<file path="src/rtl/ysyx_22040237_mem_arbiter_pkg.sv">
// Shared types for the IFU/LSU memory arbiter: FSM state encodings, owner codes
// and the timeout counter width helper.
package ysyx_22040237_mem_arbiter_pkg;

    typedef enum logic [1:0] {
        ARB_IDLE = 2'd0,
        ARB_REQ  = 2'd1,
        ARB_RESP = 2'd2,
        ARB_RET  = 2'd3
    } arb_state_t;

    localparam logic OWNER_IFU = 1'b0;
    localparam logic OWNER_LSU = 1'b1;

    // A timeout of 0 still needs a 1-bit counter so the port widths stay legal.
    function automatic int cnt_width(input int timeout);
        return (timeout < 1) ? 1 : $clog2(timeout + 1);
    endfunction

endpackage

</file>
<file path="src/rtl/ysyx_22040237_arb_timeout_cnt.sv">
// Saturating RESP-phase cycle counter; expires on the last allowed waiting cycle.
module ysyx_22040237_arb_timeout_cnt
    import ysyx_22040237_mem_arbiter_pkg::*;
#(
    parameter int TIMEOUT = 255
) (
    input  logic clk,
    input  logic rst_n,
    input  logic i_clear,
    input  logic i_enable,
    output logic o_expire
);

    localparam int CNT_W = cnt_width(TIMEOUT);
    localparam logic [CNT_W-1:0] LAST = (TIMEOUT == 0) ? '0 : CNT_W'(TIMEOUT - 1);

    logic [CNT_W-1:0] r_cnt;

    always_ff @(posedge clk or negedge rst_n) begin
        if (!rst_n) begin
            r_cnt <= '0;
        end else if (i_clear) begin
            r_cnt <= '0;
        end else if (i_enable && !(&r_cnt)) begin
            r_cnt <= r_cnt + CNT_W'(1);
        end
    end

    assign o_expire = (TIMEOUT != 0) && i_enable && (r_cnt == LAST);

endmodule

</file>
<file path="src/rtl/ysyx_22040237_mem_arbiter.sv">
// Single-port memory arbiter: LSU has fixed priority over IFU, one transaction in
// flight, registered request/response payloads, response timeout with late-response drain.
//
//   state | meaning
//   IDLE  | arbitrate (only when no drain is pending)
//   REQ   | present latched request to memory until accepted
//   RESP  | wait for memory response, counting cycles toward timeout
//   RET   | hold response to the owner until it is accepted
module ysyx_22040237_mem_arbiter
    import ysyx_22040237_mem_arbiter_pkg::*;
#(
    parameter int ADDR_W  = 64,
    parameter int DATA_W  = 64,
    parameter int TIMEOUT = 255
) (
    input  logic                clk,
    input  logic                rst_n,

    input  logic                ifu_req_valid,
    output logic                ifu_req_ready,
    input  logic [ADDR_W-1:0]   ifu_req_addr,
    output logic                ifu_resp_valid,
    input  logic                ifu_resp_ready,
    output logic [DATA_W-1:0]   ifu_resp_rdata,
    output logic                ifu_resp_err,

    input  logic                lsu_req_valid,
    output logic                lsu_req_ready,
    input  logic [ADDR_W-1:0]   lsu_req_addr,
    input  logic                lsu_req_wen,
    input  logic [DATA_W-1:0]   lsu_req_wdata,
    input  logic [DATA_W/8-1:0] lsu_req_wstrb,
    output logic                lsu_resp_valid,
    input  logic                lsu_resp_ready,
    output logic [DATA_W-1:0]   lsu_resp_rdata,
    output logic                lsu_resp_err,

    output logic                mem_req_valid,
    input  logic                mem_req_ready,
    output logic [ADDR_W-1:0]   mem_req_addr,
    output logic                mem_req_wen,
    output logic [DATA_W-1:0]   mem_req_wdata,
    output logic [DATA_W/8-1:0] mem_req_wstrb,
    input  logic                mem_resp_valid,
    output logic                mem_resp_ready,
    input  logic [DATA_W-1:0]   mem_resp_rdata,
    input  logic                mem_resp_err,

    output logic                busy_o
);

    arb_state_t          r_state;
    logic                r_owner;
    logic                r_drain;
    logic [ADDR_W-1:0]   r_addr;
    logic                r_wen;
    logic [DATA_W-1:0]   r_wdata;
    logic [DATA_W/8-1:0] r_wstrb;
    logic [DATA_W-1:0]   r_rdata;
    logic                r_err;
    logic                r_mem_req_valid;
    logic                r_mem_resp_ready;
    logic                r_ifu_resp_valid;
    logic                r_lsu_resp_valid;

    logic w_arb_en;
    logic w_lsu_grant;
    logic w_ifu_grant;
    logic w_owner_ready;
    logic w_cnt_clear;
    logic w_cnt_en;
    logic w_expire;

    // Readies are gated by rst_n so every output reads 0 while reset is held.
    assign w_arb_en      = rst_n && (r_state == ARB_IDLE) && !r_drain;
    assign w_lsu_grant   = w_arb_en && lsu_req_valid;
    assign w_ifu_grant   = w_arb_en && !lsu_req_valid && ifu_req_valid;
    assign w_owner_ready = (r_owner == OWNER_LSU) ? lsu_resp_ready : ifu_resp_ready;
    assign w_cnt_clear   = (r_state == ARB_REQ) && mem_req_ready;
    assign w_cnt_en      = (r_state == ARB_RESP);

    ysyx_22040237_arb_timeout_cnt #(
        .TIMEOUT (TIMEOUT)
    ) u_timeout_cnt (
        .clk      (clk),
        .rst_n    (rst_n),
        .i_clear  (w_cnt_clear),
        .i_enable (w_cnt_en),
        .o_expire (w_expire)
    );

    always_ff @(posedge clk or negedge rst_n) begin
        if (!rst_n) begin
            r_state          <= ARB_IDLE;
            r_owner          <= OWNER_IFU;
            r_drain          <= 1'b0;
            r_addr           <= '0;
            r_wen            <= 1'b0;
            r_wdata          <= '0;
            r_wstrb          <= '0;
            r_rdata          <= '0;
            r_err            <= 1'b0;
            r_mem_req_valid  <= 1'b0;
            r_mem_resp_ready <= 1'b0;
            r_ifu_resp_valid <= 1'b0;
            r_lsu_resp_valid <= 1'b0;
        end else begin
            // A drain is only pending outside RESP, so this never races the RESP branch.
            if (r_drain && mem_resp_valid) begin
                r_drain          <= 1'b0;
                r_mem_resp_ready <= 1'b0;
            end
            case (r_state)
                ARB_IDLE: begin
                    if (w_lsu_grant) begin
                        r_owner         <= OWNER_LSU;
                        r_addr          <= lsu_req_addr;
                        r_wen           <= lsu_req_wen;
                        r_wdata         <= lsu_req_wdata;
                        r_wstrb         <= lsu_req_wstrb;
                        r_mem_req_valid <= 1'b1;
                        r_state         <= ARB_REQ;
                    end else if (w_ifu_grant) begin
                        r_owner         <= OWNER_IFU;
                        r_addr          <= ifu_req_addr;
                        r_wen           <= 1'b0;
                        r_wdata         <= '0;
                        r_wstrb         <= '0;
                        r_mem_req_valid <= 1'b1;
                        r_state         <= ARB_REQ;
                    end
                end
                ARB_REQ: begin
                    if (mem_req_ready) begin
                        r_mem_req_valid  <= 1'b0;
                        r_mem_resp_ready <= 1'b1;
                        r_state          <= ARB_RESP;
                    end
                end
                ARB_RESP: begin
                    if (mem_resp_valid) begin
                        r_rdata          <= mem_resp_rdata;
                        r_err            <= mem_resp_err;
                        r_mem_resp_ready <= 1'b0;
                        r_ifu_resp_valid <= (r_owner == OWNER_IFU);
                        r_lsu_resp_valid <= (r_owner == OWNER_LSU);
                        r_state          <= ARB_RET;
                    end else if (w_expire) begin
                        // Keep mem_resp_ready high so the late response is swallowed.
                        r_rdata          <= '0;
                        r_err            <= 1'b1;
                        r_drain          <= 1'b1;
                        r_ifu_resp_valid <= (r_owner == OWNER_IFU);
                        r_lsu_resp_valid <= (r_owner == OWNER_LSU);
                        r_state          <= ARB_RET;
                    end
                end
                ARB_RET: begin
                    if (w_owner_ready) begin
                        r_ifu_resp_valid <= 1'b0;
                        r_lsu_resp_valid <= 1'b0;
                        r_state          <= ARB_IDLE;
                    end
                end
                default: r_state <= ARB_IDLE;
            endcase
        end
    end

    assign ifu_req_ready  = w_ifu_grant;
    assign lsu_req_ready  = w_lsu_grant;

    assign mem_req_valid  = r_mem_req_valid;
    assign mem_req_addr   = r_addr;
    assign mem_req_wen    = r_wen;
    assign mem_req_wdata  = r_wdata;
    assign mem_req_wstrb  = r_wstrb;
    assign mem_resp_ready = r_mem_resp_ready;

    assign ifu_resp_valid = r_ifu_resp_valid;
    assign ifu_resp_rdata = r_rdata;
    assign ifu_resp_err   = r_err;
    assign lsu_resp_valid = r_lsu_resp_valid;
    assign lsu_resp_rdata = r_rdata;
    assign lsu_resp_err   = r_err;

    assign busy_o = (r_state != ARB_IDLE) || r_drain;

endmodule
</file>
<file path="config.mk">
export PLATFORM = sky130hd
export DESIGN_NAME = ysyx_22040237_mem_arbiter
export DESIGN_NICKNAME = d
export VERILOG_FILES = /design/src/rtl/ysyx_22040237_mem_arbiter_pkg.sv /design/src/rtl/ysyx_22040237_arb_timeout_cnt.sv /design/src/rtl/ysyx_22040237_mem_arbiter.sv
export SDC_FILE = /design/constraint.sdc
export NUM_CORES = 1
export LEC_CHECK = 0
export ABC_CLOCK_PERIOD_IN_PS = 1900
export CAP_MARGIN = 20
export CORE_AREA = 3 3 213 215
export DETAILED_ROUTE_END_ITERATION = 8
export DIE_AREA = 0 0 216 218
export PLACE_DENSITY = 0.6
export SLEW_MARGIN = 20
export SYNTH_ARGS = -nofsm -noshare
export SYNTH_HDL_FRONTEND = slang
export SYNTH_SLANG_ARGS = --single-unit
</file>
<file path="constraint.sdc">
create_clock -name clk -period 1.9 [get_ports clk]
set_input_delay 0.475 -clock clk [delete_from_list [all_inputs] [get_ports clk]]
set_output_delay 0.475 -clock clk [all_outputs]
set_load 0.02 [all_outputs]
</file>
==> summary.txt, run 1 <==
Via count of the first global-routing pass: 8806
CTS tree: done
Most common cell after layout, fill and taps aside: sky130_fd_sc_hd__clkdlybuf4s50_1
Yosys warns: 0
Synth Cell Area: 0.009164 mm²
Cells taking the most area after synthesis: sky130_fd_sc_hd__dfrtp_1, sky130_fd_sc_hd__a22o_1, sky130_fd_sc_hd__buf_4
Portion of synthesized cell area occupied by the leading cell type: 0.5953
Wire length of the first global-routing pass: 54.93 mm
Violations in the final reports: setup timing
Post-layout nets: 1634
Synthesized flop and latch total: 218
Net count of the mapped netlist: 1108
Die Area: 0.04709 mm²
Placed instance area: 0.01526 mm²
Reg clk slew, reported paths: 0.06 ns
Highest achievable clock rate: 0.4580 GHz
Leakage power summed over all cells: 7.684 nW
Number of H-tree branching levels: 1
Instance count of the mapped netlist: 827
Antenna violations before repair: 5
Ratio of cells with drive above 1 in the final layout: 0.1023
Final count of hold timing violations: 0
Number of clock sinks: 218
Final worst-path cycle share: 1.149
DR pass1 iterations: 5
Maximum clock insertion buffer count: 3
Final setup violation count: 85
Crit Path Category: reg -> out
Aggregate global routing overflow: 0
Count of vias placed by the detailed router: 8637
GPL Wtd Cong: 0.7901
Routed wl met2: 19.01 mm
Root Buffer: sky130_fd_sc_hd__clkbuf_16
Result of the run: finished, violations left
Max-slew violations: 0
Accumulated negative setup slack: -5.458 ns
Vertical die dimension: 218 µm
IR drop worst, VDD: 0.7229 mV
Dominant register cell in the synthesized netlist: sky130_fd_sc_hd__dfrtp_1
Synthesis-to-layout area growth: 75.92%
Critical Path Fanout Max: 2
Data required time of the worst path: 1.42 ns
Mean instance size in the synthesized netlist: 11.08 µm²
Num CTS Buffers: 25
Pin count of the biggest net entering global routing: 111
Post-route minimum period: 2.183 ns
Reg2Reg Setup Slack: -0.09 ns
Filler cell count: 4441
Share of flip-flops with an asynchronous set or reset after synthesis: 1.000
Sum of routed wire length over all layers: 37.71 mm
Worst slew margin: 0.5086
EDFF count, synth: 0
Tightest Hold Check Type: in -> async
Reported max-cap violation count: 0
Worst-case clock skew: 0.01173 ns
Detail-routed via count per cell: 4.400
Final HPWL from detailed placement: 28.12 mm
Initial core utilization: 0.2086
Distinct cell type count after synthesis: 43
DRC violation total after the first TritonRoute iteration: 417
Tightest Pin Transition: 0.7371 ns
Power density over cell area: 1644 mW/mm²
Clock latency at the later pin of the worst-skew pair: 0.53 ns
Portion of the post-synthesis area used by sequential elements: 0.5953
Placeable core region: 0.04393 mm²
Crit. End Element: output port
Standard-cell rows: 77
Final critical-path setup slack: -0.2832 ns
Global-route total usage across every layer: 0.1501
Count of buffers from port buffering: 547
I/O pin count: 548
Final Hold Slack: 0.03614 ns
Met1 Routed Length: 14.01 mm
Overall Power: 0.02650 W
Wire length per cell after detailed routing: 19.21 µm
Post-detailed-route count of antenna-violating nets: 0
Startpoint type of the worst setup path: flop
Floorplan die width: 216 µm
Commonest non-fill, non-tap cells in the layout: sky130_fd_sc_hd__clkdlybuf4s50_1, sky130_fd_sc_hd__dlygate4sd2_1, sky130_fd_sc_hd__dfrtp_1
Library cell with the largest summed area after synthesis: sky130_fd_sc_hd__dfrtp_1
Top routing layer in use: met4
Finished layout cell area: 0.01612 mm²
Unrepaired setup endpoints after global routing: yes
Met3 layer wire length in the routed design: 3.346 mm
Data arrival time at the worst-slack endpoint: 1.71 ns
Remaining design rule violation count: 0
[flip-flops by register name, summed over array words and instances (netlist names)]
register / flops
r_state: 2
mem_req_wstrb: 8
mem_req_addr: 64
ifu_resp_valid: 1
r_owner: 1
lsu_resp_valid: 1
mem_resp_ready: 1
mem_req_wen: 1
mem_req_valid: 1
r_drain: 1
ifu_resp_rdata: 64
u_timeout_cnt.r_cnt: 8
mem_req_wdata: 64
ifu_resp_err: 1
[repair_timing]
action	in CTS	in global routing
pin swaps	4	4
setup endpoints to repair	319	152
hold endpoints to repair	9	0
hold buffers	1	0
resized for setup	298	10
cloned	3	4
buffers inserted	7	3
[cell type report]
cell class / instances / area, µm² / share of cell area
tap: 592 / 740.7 / 0.04595
antenna: 2 / 5.005 / 0.0003105
clock inverter: 9 / 120.1 / 0.007451
clock buffer: 34 / 729.5 / 0.04525
multi-input combinational: 472 / 2962 / 0.1837
inverter: 12 / 52.55 / 0.003260
sequential: 218 / 5456 / 0.3385
timing repair buffer: 624 / 6055 / 0.3756
[per-layer routing]
metal,GRT usage,up-vias
li1,-,3923
met1,0.1684,4192
met2,0.2712,467
met3,0.04347,55
met4,0.05428,0
met5,0,-
[power breakdown]
part           total, W  internal, W  switching (W)
combinational    0.0131      0.00576        0.00731
sequential      0.00843      0.00687        0.00156
clock           0.00500      0.00307        0.00193
total            0.0265       0.0157         0.0108
[per-stage QoR]
step | instances | utilization | setup slack [ns]
CTS | 1955 | 0.3640 | -0.3159
detailed placement | 1901 | 0.3474 | -0.3496
finish | 1963 | 0.3669 | -0.2832
floorplan | 827 | - | 0.04333
global placement | 1901 | 0.3474 | -0.3824
global route | 1963 | 0.3669 | -0.3783
[path summary, 6_finish.rpt]
path | from | to | cells past startpoint
setup / recovery | r_state[1] | lsu_req_ready | 7
min in group clk | mem_req_wdata[24] | mem_req_wdata[24] | 1
hold / removal | rst_n | mem_req_wdata[58] | 2
setup reg to reg | r_state[1] | mem_req_wdata[41] | 11
max in group asynchronous | rst_n | ifu_resp_rdata[11] | 3
hold reg to reg | mem_req_wdata[24] | mem_req_wdata[24] | 1
[cell usage after synthesis (2+ instances only)]
master / n
sky130_fd_sc_hd__a41oi_1: 2
sky130_fd_sc_hd__nand3_1: 2
sky130_fd_sc_hd__a22o_1: 137
sky130_fd_sc_hd__nor2b_1: 2
sky130_fd_sc_hd__buf_2: 39
sky130_fd_sc_hd__a211oi_1: 2
sky130_fd_sc_hd__a31oi_1: 68
sky130_fd_sc_hd__a21oi_1: 6
sky130_fd_sc_hd__nand2_1: 140
sky130_fd_sc_hd__buf_1: 2
sky130_fd_sc_hd__inv_1: 12
sky130_fd_sc_hd__nor2_1: 71
sky130_fd_sc_hd__nor3_1: 3
sky130_fd_sc_hd__o2bb2ai_1: 2
sky130_fd_sc_hd__o21ai_0: 3
sky130_fd_sc_hd__dfrtp_1: 218
sky130_fd_sc_hd__clkbuf_1: 13
sky130_fd_sc_hd__buf_4: 71
sky130_fd_sc_hd__xnor2_1: 2
sky130_fd_sc_hd__nand2b_1: 2
sky130_fd_sc_hd__ha_1: 7
sky130_fd_sc_hd__and2_1: 2
[worst max-delay path: stages, from the launching register on]
cell	delay (ns)
sky130_fd_sc_hd__dfrtp_1	0.36
sky130_fd_sc_hd__inv_2	0.06
sky130_fd_sc_hd__ha_4	0.17
sky130_fd_sc_hd__buf_6	0.11
sky130_fd_sc_hd__and3b_2	0.22
sky130_fd_sc_hd__nand2_4	0.10
sky130_fd_sc_hd__inv_8	0.04
sky130_fd_sc_hd__buf_12	0.12
[cell families (layout without fill, tap and decap cells)]
| logic type | after synthesis | after routing | synth area share |
|---|---|---|---|
| and+or+nand+nor | 232 | 232 | 0.1032 |
| AOI/OAI and AO/OA | 229 | 229 | 0.1968 |
| DFF | 218 | 218 | 0.5953 |
| buffers and inverters | 137 | 679 | 0.09052 |
| adders and majority gates | 7 | 7 | 0.009557 |
| xor gates and xnor gates | 2 | 2 | 0.001912 |
| muxes | 2 | 2 | 0.002730 |
| other | 0 | 2 | 0 |
Note: power is estimated with default switching activity, not from simulation.
==> run 2, diff against run 1 <==
--- a/config.mk
+++ b/config.mk
@@ -5,12 +5,14 @@
 export SDC_FILE = /design/constraint.sdc
 export NUM_CORES = 1
 export LEC_CHECK = 0
+export ABC_AREA = 1
 export ABC_CLOCK_PERIOD_IN_PS = 1900
 export CAP_MARGIN = 20
-export CORE_AREA = 3 3 213 215
+export CORE_AREA = 3 3 211 213
 export DETAILED_ROUTE_END_ITERATION = 8
-export DIE_AREA = 0 0 216 218
-export PLACE_DENSITY = 0.6
+export DIE_AREA = 0 0 214 216
+export DONT_BUFFER_PORTS = 1
+export PLACE_DENSITY = 0.45
 export SLEW_MARGIN = 20
 export SYNTH_ARGS = -nofsm -noshare
 export SYNTH_HDL_FRONTEND = slang
==> run 2 against run 1 <==
The run ends with hold timing, setup timing left. Setup slack got worse by 0.016 ns. Flip-flop and latch count unchanged. Area after synthesis increased by 3.2%. Total power decreased by 17%. Sequential share of layout area increased by 17 points. Via count decreased by 21%. Register-to-register slack improved by 0.24 ns. Critical path depth unchanged. Non-clock buffer count decreased by 585. Clock power decreased by 2%. Critical endpoint is now ifu_req_ready. Largest cell class is now registers.
==> summary.txt, run 2 <==
Result of the run: finished, violations left
Violations in the final reports: hold timing, setup timing
Library cell contributing the largest single delay on the critical path: sky130_fd_sc_hd__dfrtp_1
Area of the multi-input gates: 0.003161 mm² (+6.7%)
Crit. End Element: output port
Worst slew margin: 0.6502 (+0.1416)
Floorplan die width: 214 µm (-0.93%)
Max-slew violations: 0 (unchanged)
Via count of the first global-routing pass: 6840 (-22%)
DR pass1 iterations: 4 (-1)
Initial core utilization: 0.2206 (+0.01203)
Library cell with the highest instance count after synthesis: sky130_fd_sc_hd__nand2_1
Library cell with the largest summed area after synthesis: sky130_fd_sc_hd__dfrtp_1
Synthesized flop and latch total: 218 (unchanged)
Filler cell count: 4612 (+3.9%)
Count of vias placed by the detailed router: 6841 (-21%)
Portion of the post-synthesis area used by sequential elements: 0.5766 (-0.01874)
Vertical die dimension: 216 µm (-0.92%)
Distinct cell type count after synthesis: 25 (-42%)
Most common cell after layout, fill and taps aside: sky130_fd_sc_hd__nand2_1
DRC violation total after the first TritonRoute iteration: 486 (+17%)
I/O pin count: 548 (unchanged)
Aggregate global routing overflow: 0 (unchanged)
Standard-cell rows: 76 (-1.3%)
Number of H-tree branching levels: 1 (unchanged)
Placeable core region: 0.04289 mm² (-2.4%)
Tightest Pin Transition: 0.5247 ns (-0.2124 ns)
Sum of routed wire length over all layers: 30.38 mm (-19%)
Tightest Hold Check Type: in -> async
Final critical-path setup slack: -0.2990 ns (-0.01578 ns)
Hold buffer count at cts: 7 (+6)
Dominant register cell in the synthesized netlist: sky130_fd_sc_hd__dfrtp_1
Detail-routed via count per cell: 4.445 (+1.0%)
Post-detailed-route count of antenna-violating nets: 0 (unchanged)
Critical Path Fanout Max: 3 (+1)
Final HPWL from detailed placement: 21.52 mm (-23%)
Count of buffers from port buffering: 0 (-100%)
Area occupied by registers: 0.005455 mm² (about the same)
Final count of hold timing violations: 218 (+218)
CTS tree: done
Instance count of the mapped netlist: 999 (+21%)
Power density over cell area: 2037 mW/mm² (+24%)
Mean instance size in the synthesized netlist: 9.471 µm² (-15%)
Global-route total usage across every layer: 0.1230 (-0.02711)
Portion of synthesized cell area occupied by the leading cell type: 0.5766 (-0.01874)
Synthesis-to-layout area growth: 14.47%
Wire length of the first global-routing pass: 44.69 mm (-19%)
Stage delay of the slowest cell on the critical path: 0.39 ns (+0.03 ns)
DP Cell Count: 1477 (-22%)
Num CTS Buffers: 26 (+4.0%)
EDFF count, synth: 0 (unchanged)
Crit Path Category: reg -> out
IR drop worst, VDD: 0.7414 mV (+2.6%)
Wire length per cell after detailed routing: 19.74 µm (+2.8%)
Yosys warns: 0 (unchanged)
Post-route minimum period: 2.199 ns (+0.01578 ns)
Die Area: 0.04622 mm² (-1.8%)
Worst-case clock skew: 0.02415 ns (+0.01241 ns)
Synth Cell Area: 0.009462 mm² (+3.2%)
Reg clk slew, reported paths: 0.06 ns (about the same)
Cells taking the most area after synthesis: sky130_fd_sc_hd__dfrtp_1, sky130_fd_sc_hd__nand2_1, sky130_fd_sc_hd__a22o_1
Final worst-path cycle share: 1.157 (+0.008303)
Final Hold Slack: -0.3846 ns (-0.4208 ns)
Startpoint type of the worst setup path: flop
Data required time of the worst path: 1.42 ns (about the same)
Final setup violation count: 3 (-96%)
Net count of the mapped netlist: 1280 (+16%)
Accumulated negative setup slack: -0.6132 ns (+4.845 ns)
Series of cell instances along the critical path: inv_2 -> ha_4 -> nand2_4 -> nor2_4 -> nand2_1 -> nor2_2 -> buf_6
Share of flip-flops with an asynchronous set or reset after synthesis: 1.000 (unchanged)
Final cell count without fillers: 1539 (-22%)
Most frequent cells after synthesis: sky130_fd_sc_hd__nand2_1, sky130_fd_sc_hd__dfrtp_1, sky130_fd_sc_hd__nor2_1, sky130_fd_sc_hd__buf_4, sky130_fd_sc_hd__a22o_1
Data arrival time at the worst-slack endpoint: 1.72 ns (about the same)
Antenna violations before repair: 2 (-3)
Number of clock sinks: 218 (unchanged)
Unrepaired setup endpoints after global routing: yes
Post-layout nets: 1217 (-26%)
Ratio of cells with drive above 1 in the final layout: 0.09349 (-0.008777)
Reported max-cap violation count: 0 (unchanged)
Highest achievable clock rate: 0.4548 GHz (-0.72%)
Pin count of the biggest net entering global routing: 220 (+98%)
Remaining design rule violation count: 0 (unchanged)
Commonest non-fill, non-tap cells in the layout: sky130_fd_sc_hd__nand2_1, sky130_fd_sc_hd__dfrtp_1, sky130_fd_sc_hd__nor2_1
Root Buffer: sky130_fd_sc_hd__clkbuf_16
Maximum clock insertion buffer count: 3 (unchanged)
Leakage power summed over all cells: 4.965 nW (-35%)
GPL Wtd Cong: 0.7860 (-0.52%)
Clock latency at the later pin of the worst-skew pair: 0.55 ns (+0.02 ns)
## run 2: cell count changes in the layout (fill, tap and decap cells not counted), moves of 13 or more
cell                              before  now
sky130_fd_sc_hd__clkdlybuf4s50_1     272    0
sky130_fd_sc_hd__dlygate4sd2_1       271    0
sky130_fd_sc_hd__nand2_1             139  299
sky130_fd_sc_hd__nand3_1               2   70
sky130_fd_sc_hd__a22o_1              137   73
sky130_fd_sc_hd__buf_4                49   15
sky130_fd_sc_hd__nor2_1               70   83
## run 2: report_power, final
part	total, W	leakage (nW)	switching [W]	internal [W]
registers	0.0125	2.67	0.00573	0.00679
clock network	0.00492	0.407	0.00199	0.00293
logic	0.00462	1.89	0.00239	0.00223
total	0.0221	4.96	0.0101	0.0120
## run 2: what timing repair did
action | in CTS | in global routing
gates resized for setup | 11 | 9
pin swaps | 2 | 3
hold endpoints to repair | 225 | 218
gates cloned | 2 | 1
setup buffers | 2 | 4
setup endpoints to repair | 3 | 6
## run 2: critical path: cells and delay by family (launching register included)
kind | cells | cell delay (ns)
flip-flops | 1 | 0.39
adder cells (fa/ha/maj) | 1 | 0.15
AND/OR/NAND/NOR | 4 | 0.40
buffers and inverters | 2 | 0.24
## run 2: logic make-up (layout without fill, tap and decap cells)
family,Yosys count,count (layout),share of synthesized area
simple gates,466,466,0.1968
fa+ha+maj,7,7,0.009256
buf+inv,155,108,0.09706
compound gates,153,153,0.1203
flops,218,218,0.5766
other cells,0,2,0
## run 2: worst paths after layout
check	endpoint	slack (ns)	start	depth (start not counted)
max in group asynchronous	ifu_resp_rdata[39]	2.00	rst_n	0
worst min-delay path	mem_req_wdata[36]	-0.38	rst_n	0
min in group clk	mem_req_wdata[37]	0.05	lsu_req_wdata[37]	1
worst min register to register	u_timeout_cnt.r_cnt[5]	0.55	u_timeout_cnt.r_cnt[5]	3
worst max register to register	mem_req_addr[17]	0.15	r_state[0]	10
worst max-delay path	ifu_req_ready	-0.30	r_state[0]	7
## run 2: metal layers
layer | vias to the layer above | global-route usage | part of all wire
met3 | 67 | 0.04956 | 0.11
met1 | 3250 | 0.1402 | 0.37
li1 | 3135 | - | -
met4 | 0 | 0.06207 | 0.047
met2 | 389 | 0.2002 | 0.47
met5 | - | 0 | 0
## run 2: stage by stage
| stage | area, µm² | hold WS (ns) | util | total power, W | worst slack [ns] |
|---|---|---|---|---|---|
| 2_1_floorplan | 9462 | 0.1794 | - | 0.01591 | 0.07406 |
| 3_3_place_gp | 9697 | 0.1870 | 0.2261 | 0.01687 | 0.06509 |
| 3_5_place_dp | 9697 | 0.1867 | 0.2261 | 0.01697 | 0.06371 |
| 4_1_cts | 10730 | -0.4279 | 0.2501 | 0.02224 | -0.3882 |
| 5_1_grt | 10830 | -0.4355 | 0.2525 | 0.02336 | -0.4251 |
| 6_report | 10830 | -0.3846 | 0.2525 | 0.02207 | -0.2990 |
## run 2: cell type report
type,count,area share
Antenna cell,2,0.0004621
Clock buffer,35,0.06689
Clock inverter,9,0.01063
Inverter,25,0.009589
Multi-Input combinational cell,626,0.2918
Sequential cell,218,0.5037
Tap cell,585,0.06758
Timing Repair Buffer,39,0.04933
